==> src/rtl/seq_pkg.sv <==
// rtl/seq_pkg.sv - state encoding, opcodes and IR field positions for the sequencer
package seq_pkg;

  localparam logic [3:0] ST_IDLE = 4'd0;
  localparam logic [3:0] ST_T0   = 4'd1;
  localparam logic [3:0] ST_T1   = 4'd2;
  localparam logic [3:0] ST_T2   = 4'd3;
  localparam logic [3:0] ST_T3   = 4'd4;
  localparam logic [3:0] ST_T4   = 4'd5;
  localparam logic [3:0] ST_T5   = 4'd6;
  localparam logic [3:0] ST_T6   = 4'd7;
  localparam logic [3:0] ST_HALT = 4'd8;

  localparam logic [4:0] OP_ADD  = 5'b00011;
  localparam logic [4:0] OP_SUB  = 5'b00100;
  localparam logic [4:0] OP_SHR  = 5'b00101;
  localparam logic [4:0] OP_SHL  = 5'b00110;
  localparam logic [4:0] OP_ROR  = 5'b00111;
  localparam logic [4:0] OP_ROL  = 5'b01000;
  localparam logic [4:0] OP_AND  = 5'b01001;
  localparam logic [4:0] OP_OR   = 5'b01010;
  localparam logic [4:0] OP_MUL  = 5'b01110;
  localparam logic [4:0] OP_DIV  = 5'b01111;
  localparam logic [4:0] OP_NEG  = 5'b10000;
  localparam logic [4:0] OP_NOT  = 5'b10001;
  localparam logic [4:0] OP_HALT = 5'b11011;

  localparam int OP_MSB = 31;
  localparam int OP_LSB = 27;
  localparam int RA_MSB = 26;
  localparam int RA_LSB = 23;
  localparam int RB_MSB = 22;
  localparam int RB_LSB = 19;
  localparam int RC_MSB = 18;
  localparam int RC_LSB = 15;

  // Two-source ops read Rb into RY, then Rc onto the bus in T4.
  function automatic logic is_binary_op(input logic [4:0] op);
    case (op)
      OP_ADD, OP_SUB, OP_SHR, OP_SHL, OP_ROR, OP_ROL,
      OP_AND, OP_OR, OP_MUL, OP_DIV: return 1'b1;
      default:                       return 1'b0;
    endcase
  endfunction

  // Single-source ops skip the RY load and drive Rb in T4.
  function automatic logic is_unary_op(input logic [4:0] op);
    return (op == OP_NEG) || (op == OP_NOT);
  endfunction

endpackage

==> src/rtl/reg_onehot_decoder.sv <==
// rtl/reg_onehot_decoder.sv - register index to one-hot select with enable
module reg_onehot_decoder
  import seq_pkg::*;
#(
  parameter int RIDX      = 4,
  parameter int REGISTERS = 16
) (
  input  logic [RIDX-1:0]      idx_i,
  input  logic                 en_i,
  output logic [REGISTERS-1:0] onehot_o
);

  // Indices at or beyond REGISTERS match no bit, leaving the vector all-zero.
  always_comb begin
    onehot_o = '0;
    for (int i = 0; i < REGISTERS; i++) begin
      if (en_i && (idx_i == RIDX'(i))) begin
        onehot_o[i] = 1'b1;
      end
    end
  end

endmodule

==> src/rtl/datapath_sequencer.sv <==
// rtl/datapath_sequencer.sv - Moore fetch/execute control FSM for the single-bus datapath
module datapath_sequencer
  import seq_pkg::*;
#(
  parameter int BITS      = 32,
  parameter int REGISTERS = 16,
  parameter int RIDX      = 4
) (
  input  logic                 Clock,
  input  logic                 reset,
  input  logic                 run,
  input  logic                 mem_wait,
  input  logic [BITS-1:0]      IRVal,
  output logic                 PCout,
  output logic                 MDRout,
  output logic                 Zlowout,
  output logic                 Zhighout,
  output logic                 LOout,
  output logic                 HIout,
  output logic                 PCin,
  output logic                 IRin,
  output logic                 RYin,
  output logic                 RZin,
  output logic                 MARin,
  output logic                 MDRin,
  output logic                 HIin,
  output logic                 LOin,
  output logic                 Read,
  output logic                 IncPC,
  output logic                 ADD,
  output logic                 SUB,
  output logic                 MUL,
  output logic                 DIV,
  output logic                 SHR,
  output logic                 SHL,
  output logic                 ROR,
  output logic                 ROL,
  output logic                 AND,
  output logic                 OR,
  output logic                 NEGATE,
  output logic                 NOT,
  output logic [REGISTERS-1:0] GPRin,
  output logic [REGISTERS-1:0] GPRout,
  output logic                 instr_done,
  output logic                 halted,
  output logic                 illegal
);

  logic [3:0]      state_q, state_d;
  logic            illegal_q;
  logic [4:0]      op;
  logic [RIDX-1:0] ra, rb, rc;
  logic            bin_op, una_op, halt_op, legal_op, muldiv_op;
  logic [RIDX-1:0] gpr_out_idx;
  logic            gpr_out_en, gpr_in_en;
  logic            unused_ir_low;

  assign op        = IRVal[OP_MSB:OP_LSB];
  assign ra        = IRVal[RA_MSB:RA_LSB];
  assign rb        = IRVal[RB_MSB:RB_LSB];
  assign rc        = IRVal[RC_MSB:RC_LSB];
  assign bin_op    = is_binary_op(op);
  assign una_op    = is_unary_op(op);
  assign halt_op   = (op == OP_HALT);
  assign legal_op  = bin_op || una_op || halt_op;
  assign muldiv_op = (op == OP_MUL) || (op == OP_DIV);
  assign unused_ir_low = ^IRVal[RC_LSB-1:0];

  // State and sticky illegal flag; reset overrides run and mem_wait.
  always_ff @(posedge Clock) begin
    if (reset) begin
      state_q   <= ST_IDLE;
      illegal_q <= 1'b0;
    end else begin
      state_q <= state_d;
      if ((state_q == ST_T3) && !legal_op) begin
        illegal_q <= 1'b1;
      end
    end
  end

  // Next-state sequencing through fetch and execute steps.
  always_comb begin
    state_d = state_q;
    case (state_q)
      ST_IDLE: if (run) state_d = ST_T0;
      ST_T0:   state_d = ST_T1;
      ST_T1:   if (!mem_wait) state_d = ST_T2;
      ST_T2:   state_d = ST_T3;
      ST_T3:   state_d = legal_op && !halt_op ? ST_T4 : ST_HALT;
      ST_T4:   state_d = ST_T5;
      ST_T5:   state_d = muldiv_op ? ST_T6 : ST_T0;
      ST_T6:   state_d = ST_T0;
      ST_HALT: if (run) state_d = ST_T0;
      default: state_d = ST_IDLE;
    endcase
  end

  // Datapath strobes decoded from the current state and IR contents only.
  always_comb begin
    {PCout, MDRout, Zlowout, Zhighout, LOout, HIout} = '0;
    {PCin, IRin, RYin, RZin, MARin, MDRin, HIin, LOin} = '0;
    {Read, IncPC, instr_done} = '0;
    {ADD, SUB, MUL, DIV, SHR, SHL, ROR, ROL, AND, OR, NEGATE, NOT} = '0;
    case (state_q)
      ST_T0: {PCout, MARin, IncPC, RZin} = '1;
      ST_T1: {Zlowout, PCin, Read, MDRin} = '1;
      ST_T2: {MDRout, IRin} = '1;
      ST_T3: RYin = bin_op;
      ST_T4: begin
        RZin = bin_op || una_op;
        case (op)
          OP_ADD: ADD    = 1'b1;
          OP_SUB: SUB    = 1'b1;
          OP_MUL: MUL    = 1'b1;
          OP_DIV: DIV    = 1'b1;
          OP_SHR: SHR    = 1'b1;
          OP_SHL: SHL    = 1'b1;
          OP_ROR: ROR    = 1'b1;
          OP_ROL: ROL    = 1'b1;
          OP_AND: AND    = 1'b1;
          OP_OR:  OR     = 1'b1;
          OP_NEG: NEGATE = 1'b1;
          OP_NOT: NOT    = 1'b1;
          default: ;
        endcase
      end
      ST_T5: begin
        Zlowout    = 1'b1;
        LOin       = muldiv_op;
        instr_done = !muldiv_op;
      end
      ST_T6: {Zhighout, HIin, instr_done} = '1;
      default: ;
    endcase
  end

  // T3 drives Rb for binary ops; T4 drives Rc (binary) or Rb (unary).
  assign gpr_out_idx = ((state_q == ST_T4) && bin_op) ? rc : rb;
  assign gpr_out_en  = ((state_q == ST_T3) && bin_op) ||
                       ((state_q == ST_T4) && (bin_op || una_op));
  assign gpr_in_en   = (state_q == ST_T5) && !muldiv_op && (bin_op || una_op);

  assign halted  = (state_q == ST_HALT);
  assign illegal = illegal_q;

  reg_onehot_decoder #(.RIDX(RIDX), .REGISTERS(REGISTERS)) u_gpr_out_dec (
    .idx_i    (gpr_out_idx),
    .en_i     (gpr_out_en),
    .onehot_o (GPRout)
  );

  reg_onehot_decoder #(.RIDX(RIDX), .REGISTERS(REGISTERS)) u_gpr_in_dec (
    .idx_i    (ra),
    .en_i     (gpr_in_en),
    .onehot_o (GPRin)
  );

endmodule

==> config.mk <==
export PLATFORM = sky130hd
export DESIGN_NAME = datapath_sequencer
export DESIGN_NICKNAME = d
export VERILOG_FILES = /design/src/rtl/seq_pkg.sv /design/src/rtl/reg_onehot_decoder.sv /design/src/rtl/datapath_sequencer.sv
export SDC_FILE = /design/constraint.sdc
export NUM_CORES = 1
export LEC_CHECK = 0
export ABC_AREA = 0
export CAP_MARGIN = 20
export CORE_MARGIN = 1.5
export CORE_UTILIZATION = 29
export CTS_CLUSTER_DIAMETER = 60
export CTS_CLUSTER_SIZE = 12
export DETAILED_ROUTE_END_ITERATION = 10
export PLACE_DENSITY = 0.78
export SYNTH_ARGS = -nofsm -noshare
export SYNTH_HDL_FRONTEND = slang
export SYNTH_SLANG_ARGS = --single-unit
==> constraint.sdc <==
create_clock -name Clock -period 2.3 [get_ports Clock]
set_input_delay 0.46 -clock Clock [delete_from_list [all_inputs] [get_ports Clock]]
set_output_delay 0.46 -clock Clock [all_outputs]
set_load 0.05 [all_outputs]
==> results.py, run 1 <==
metrics = {
    "global_route": {
        "grt_max_degree": 17,
    },
    "logic_synthesis": {
        "synth_warnings": 0,
        "ys_seq_area_share_pct": 8.89,
        "synthDistinctLibCells": 51,
        "synth_edf_count": 0,
        "async_flop_share_pct": 0,
        "netlist_instances": 177,
        "synthTopCellsByCount": "nor2_1 (37), nor3_1 (21), nand2_1 (12), buf_4 (8), nor4_1 (7)",
        "synth_top_flop_cell": "dfxtp_1",
        "yosys-top-cells-area": "nor2_1 (12%), nor3_1 (9.3%), dfxtp_1 (8.9%)",
        "ys_ff_latch": 5,
        "synth_area_um2": 1130,
        "yosys.area.top_type": "nor2_1",
        "synth_area_per_cell_um2": 6.36,
        "synth.top_cell.area_share_pct": 12.3,
        "synth_most_common_cell": "nor2_1",
    },
    "floorplanning": {
        "ios": 99,
        "die_width_um": 65.3,
        "die_h_um": 65.3,
        "rows": 22,
        "start_util_pct": 30.5,
    },
    "clock_tree": {
        "clock-sinks": 5,
        "hold_buffers": 0,
        "numCtsBuffers": 3,
        "clock_path_buffers": 2,
        "cts-root-buf": "clkbuf_8",
        "cts_max_level": 1,
    },
    "timing": {
        "endpoint_type": "primary output",
        "grt_worst_setup_endpoint": "GPRout[9]",
    },
    "outcome": {
        "error": "[ERROR DPL-0038] Utilization greater than 100%, impossible to legalize",
        "failed_stage": "global routing (5_1_grt)",
        "status": "aborted with a tool error",
    },
    "placement": {
        "dp_hpwl_um": 4660,
        "gp_congestion": 0.800,
        "placement.io_buffers": 81,
    },
}
cell families after synthesis:
| family | share of synthesized area (%) |
|---|---|
| muxes | 5.44 |
| and+or+nand+nor | 55.8 |
| buffers and inverters | 13.0 |
| xor gates and xnor gates | 1.56 |
| other | 0.333 |
| DFF | 8.89 |
| AOI/OAI and AO/OA | 15.0 |
through the flow:
step,area [µm²],setup slack (ns),std cells
after floorplan,1580,-0.444,178
after global placement,3130,-0.826,341
after detailed placement,3130,-0.926,341
after CTS,3540,-0.506,359
what timing repair did:
action	in CTS
pin swaps	22
gates cloned	1
setup endpoints to repair	46
buffers inserted	16
gates resized for setup	61
==> run 2: changes to the inputs <==
CORE_UTILIZATION = 20   (was 29)
CTS_CLUSTER_DIAMETER = unset   (was 60)
CTS_CLUSTER_SIZE = unset   (was 12)
PLACE_DENSITY = unset   (was 0.78)
PLACE_DENSITY_LB_ADDON = 0.15   (was unset)
clock period = 3 ns   (was 2.3 ns; I/O delays follow)
==> run 2 against run 1 <==
The flow now finishes without violations. Area after synthesis unchanged. Synthesized cell count stayed put.
==> results.py, run 2 <==
metrics = {
    "outcome": {
        "status": "completed",
    },
    "power_and_ir_drop": {
        "comb_power_share_pct": 73.4,
        "clock_power_share_pct": 14.4,
        "p_sw_uw": 457,
        "ir_drop_v": 0.000249,
        "intPower_uw": 414,
        "p_total_uw": 871,
        "powerDensity_nw_per_um2": 316,
        "leakage_nw": 1.07,
        "sw_frac_of_total_pct": 52.4,
        "seq_power_share_pct": 12.2,
    },
    "layout": {
        "fill_cells": 529,
        "drive_gt1_share_pct": 48.2,
        "top_register": "state_q",
        "final_area_um2": 2750,
        "mostFrequentLayoutCells": "buf_4 (48), buf_12 (39), nor2_1 (31)",
        "final_common_cell": "buf_4",
        "largest_register_ffs": 4,
        "final_nets": 321,
        "antennaDiodeCount": 0,
        "areaGrowthSynthToFinish_pct": 144,
    },
    "timing": {
        "worst_slew_pin_slew_ns": 0.502,
        "rsz0062_at_grt": "false",
        "hold_viol": 0,
        "max_slew_margin_pct": 66.4,
        "setup_ws_ns": 0.107,
        "fin_skew_ns": 0.00117,
        "period_share_pct": 96.4,
        "setup_viol": 0,
        "fmaxAchievable_ghz": 0.346,
        "maxSlewViolCount": 0,
        "fin_setup_tns_ns": 0,
        "period_minus_slack_ns": 2.89,
    },
    "global_route": {
        "grt_antenna_before_repair": 0,
        "grt_use_total_pct": 13.5,
        "first_global_vias": 1548,
        "grt_max_degree": 17,
        "overflow": 0,
        "grt_pass1_wl_um": 6990,
    },
    "setup_path": {
        "criticalPathCategory": "in -> out",
        "crit_fanout": 7,
        "critPathLaunchType": "primary input",
        "r2r_cells": 5,
        "worstPathRequired_ns": 2.40,
        "crit_path_end_kind": "output pin",
        "worst_ep_arrival_time_ns": 2.29,
    },
    "clock_tree": {
        "clock-sinks": 5,
        "cts_tree": "done",
        "cts_max_level": 1,
        "numCtsBuffers": 3,
        "hold_buffers": 0,
        "path_clk_slew_ns": 0.03,
        "clk_latency_ns": 0.22,
        "cts-root-buf": "clkbuf_8",
        "clock_path_buffers": 2,
    },
    "placement": {
        "postPlaceCellArea_um2": 2670,
        "gp_congestion": 0.850,
        "pre_cts_ws_ns": -0.406,
        "placement.io_buffers": 81,
        "dp_hpwl_um": 3530,
    },
    "min_path": {
        "hold_path_class": "reg -> reg",
        "holdPathStages": 1,
    },
    "detailed_routing": {
        "wl_per_cell_um": 11.8,
        "ant_nets": 0,
        "vias": 1599,
        "vias_per_cell": 4.49,
        "dr.pass1.iters": 4,
        "drt_iter0_drc": 44,
        "drcViolationCount": 0,
        "wl_um": 4180,
    },
    "logic_synthesis": {
        "ys_ff_latch": 5,
        "synth_most_common_cell": "nor2_1",
        "synth_top_flop_cell": "dfxtp_1",
        "yosys-top-cells-area": "nor2_1 (12%), nor3_1 (9.3%), dfxtp_1 (8.9%)",
        "synth_area_per_cell_um2": 6.36,
        "yosys.area.top_type": "nor2_1",
        "ys_seq_area_share_pct": 8.89,
        "synthDistinctLibCells": 51,
        "netlist_instances": 177,
        "synth_area_um2": 1130,
        "synth.top_cell.area_share_pct": 12.3,
        "synth_edf_count": 0,
        "synth_warnings": 0,
        "synthTopCellsByCount": "nor2_1 (37), nor3_1 (21), nand2_1 (12), buf_4 (8), nor4_1 (7)",
        "async_flop_share_pct": 0,
    },
    "floorplanning": {
        "dieArea_um2": 6090,
        "start_util_pct": 20.6,
        "coreArea_um2": 5470,
        "rows": 27,
        "die_width_um": 78.0,
        "die_h_um": 78.0,
        "ios": 99,
    },
    "job": {
        "maxCapViolations": 0,
    },
}
==> run 2: cell counts after synthesis <==
No cell type changed its count.
==> run 2: final timing paths <==
kind,end,slack (ns),from
setup reg to reg,state_q[2],1.55,state_q[2]
hold reg to reg,state_q[3],0.53,state_q[0]
setup / recovery,GPRin[0],0.11,IRVal[30]
hold / removal,state_q[3],0.53,state_q[0]
==> run 2: what timing repair did <==
action / in CTS / in global routing
endpoints found under the setup margin: 35 / 19
pin swaps: 4 / 1
gates cloned: 0 / 0
setup buffers: 2 / 0
resized for setup: 24 / 3
==> run 2: kinds of logic (layout without fill, tap and decap cells) <==
logic type,after synthesis,after routing,synth area share (%)
DFF,5,5,8.89
and+or+nand+nor,113,113,55.8
muxes,6,6,5.44
xor gates and xnor gates,2,2,1.56
other,1,2,0.333
AOI/OAI and AO/OA,25,25,15.0
buffers and inverters,25,131,13.0
==> run 2: power by group through the flow <==
| stage | Sequential [mW] | Combinational (mW) | Clock [mW] |
|---|---|---|---|
| final | 0.106 | 0.639 | 0.125 |
| after global routing | 0.109 | 0.687 | 0.134 |
| after CTS | 0.103 | 0.644 | 0.128 |
| after detailed placement | 0.103 | 0.639 | 0 |
| after global placement | 0.102 | 0.633 | 0 |
| after floorplan | 0.0937 | 0.467 | 0 |
==> run 2: critical path: stages <==
cell and delay (ns):
buf_2 0.14, xnor2_1 0.15, or3_4 0.33, and2_4 0.17
or4b_4 0.57, nor3_4 0.17, buf_12 0.16
==> run 2: metal layers <==
layer  share of wire [%]  global-route usage (%)  up-vias
li1                    -                       -      825
met1                  45                    17.5      729
met2                  50                    23.9       43
met3                 4.9                    2.91        2
met4                0.19                    1.07        0
met5                   0                       0        -
==> run 2: layout make-up <==
type / instances / area, µm² / share of cell area [%]
inverter: 6 / 22.5 / 0.818
sequential: 5 / 101 / 3.68
multi-input combinational: 148 / 1030 / 37.4
clock buffer: 4 / 45.0 / 1.64
tap: 72 / 90.1 / 3.27
timing repair buffer: 121 / 1460 / 53.2
==> run 2: metrics by stage <==
| step | util, % | hold slack [ns] | instances |
|---|---|---|---|
| after floorplan | - | 0.515 | 178 |
| after global placement | 48.8 | 0.589 | 350 |
| after detailed placement | 48.8 | 0.588 | 350 |
| after CTS | 50.3 | 0.601 | 356 |
| after global routing | 50.3 | 0.557 | 356 |
| final | 50.3 | 0.528 | 356 |
(Power assumes the default switching activity.)
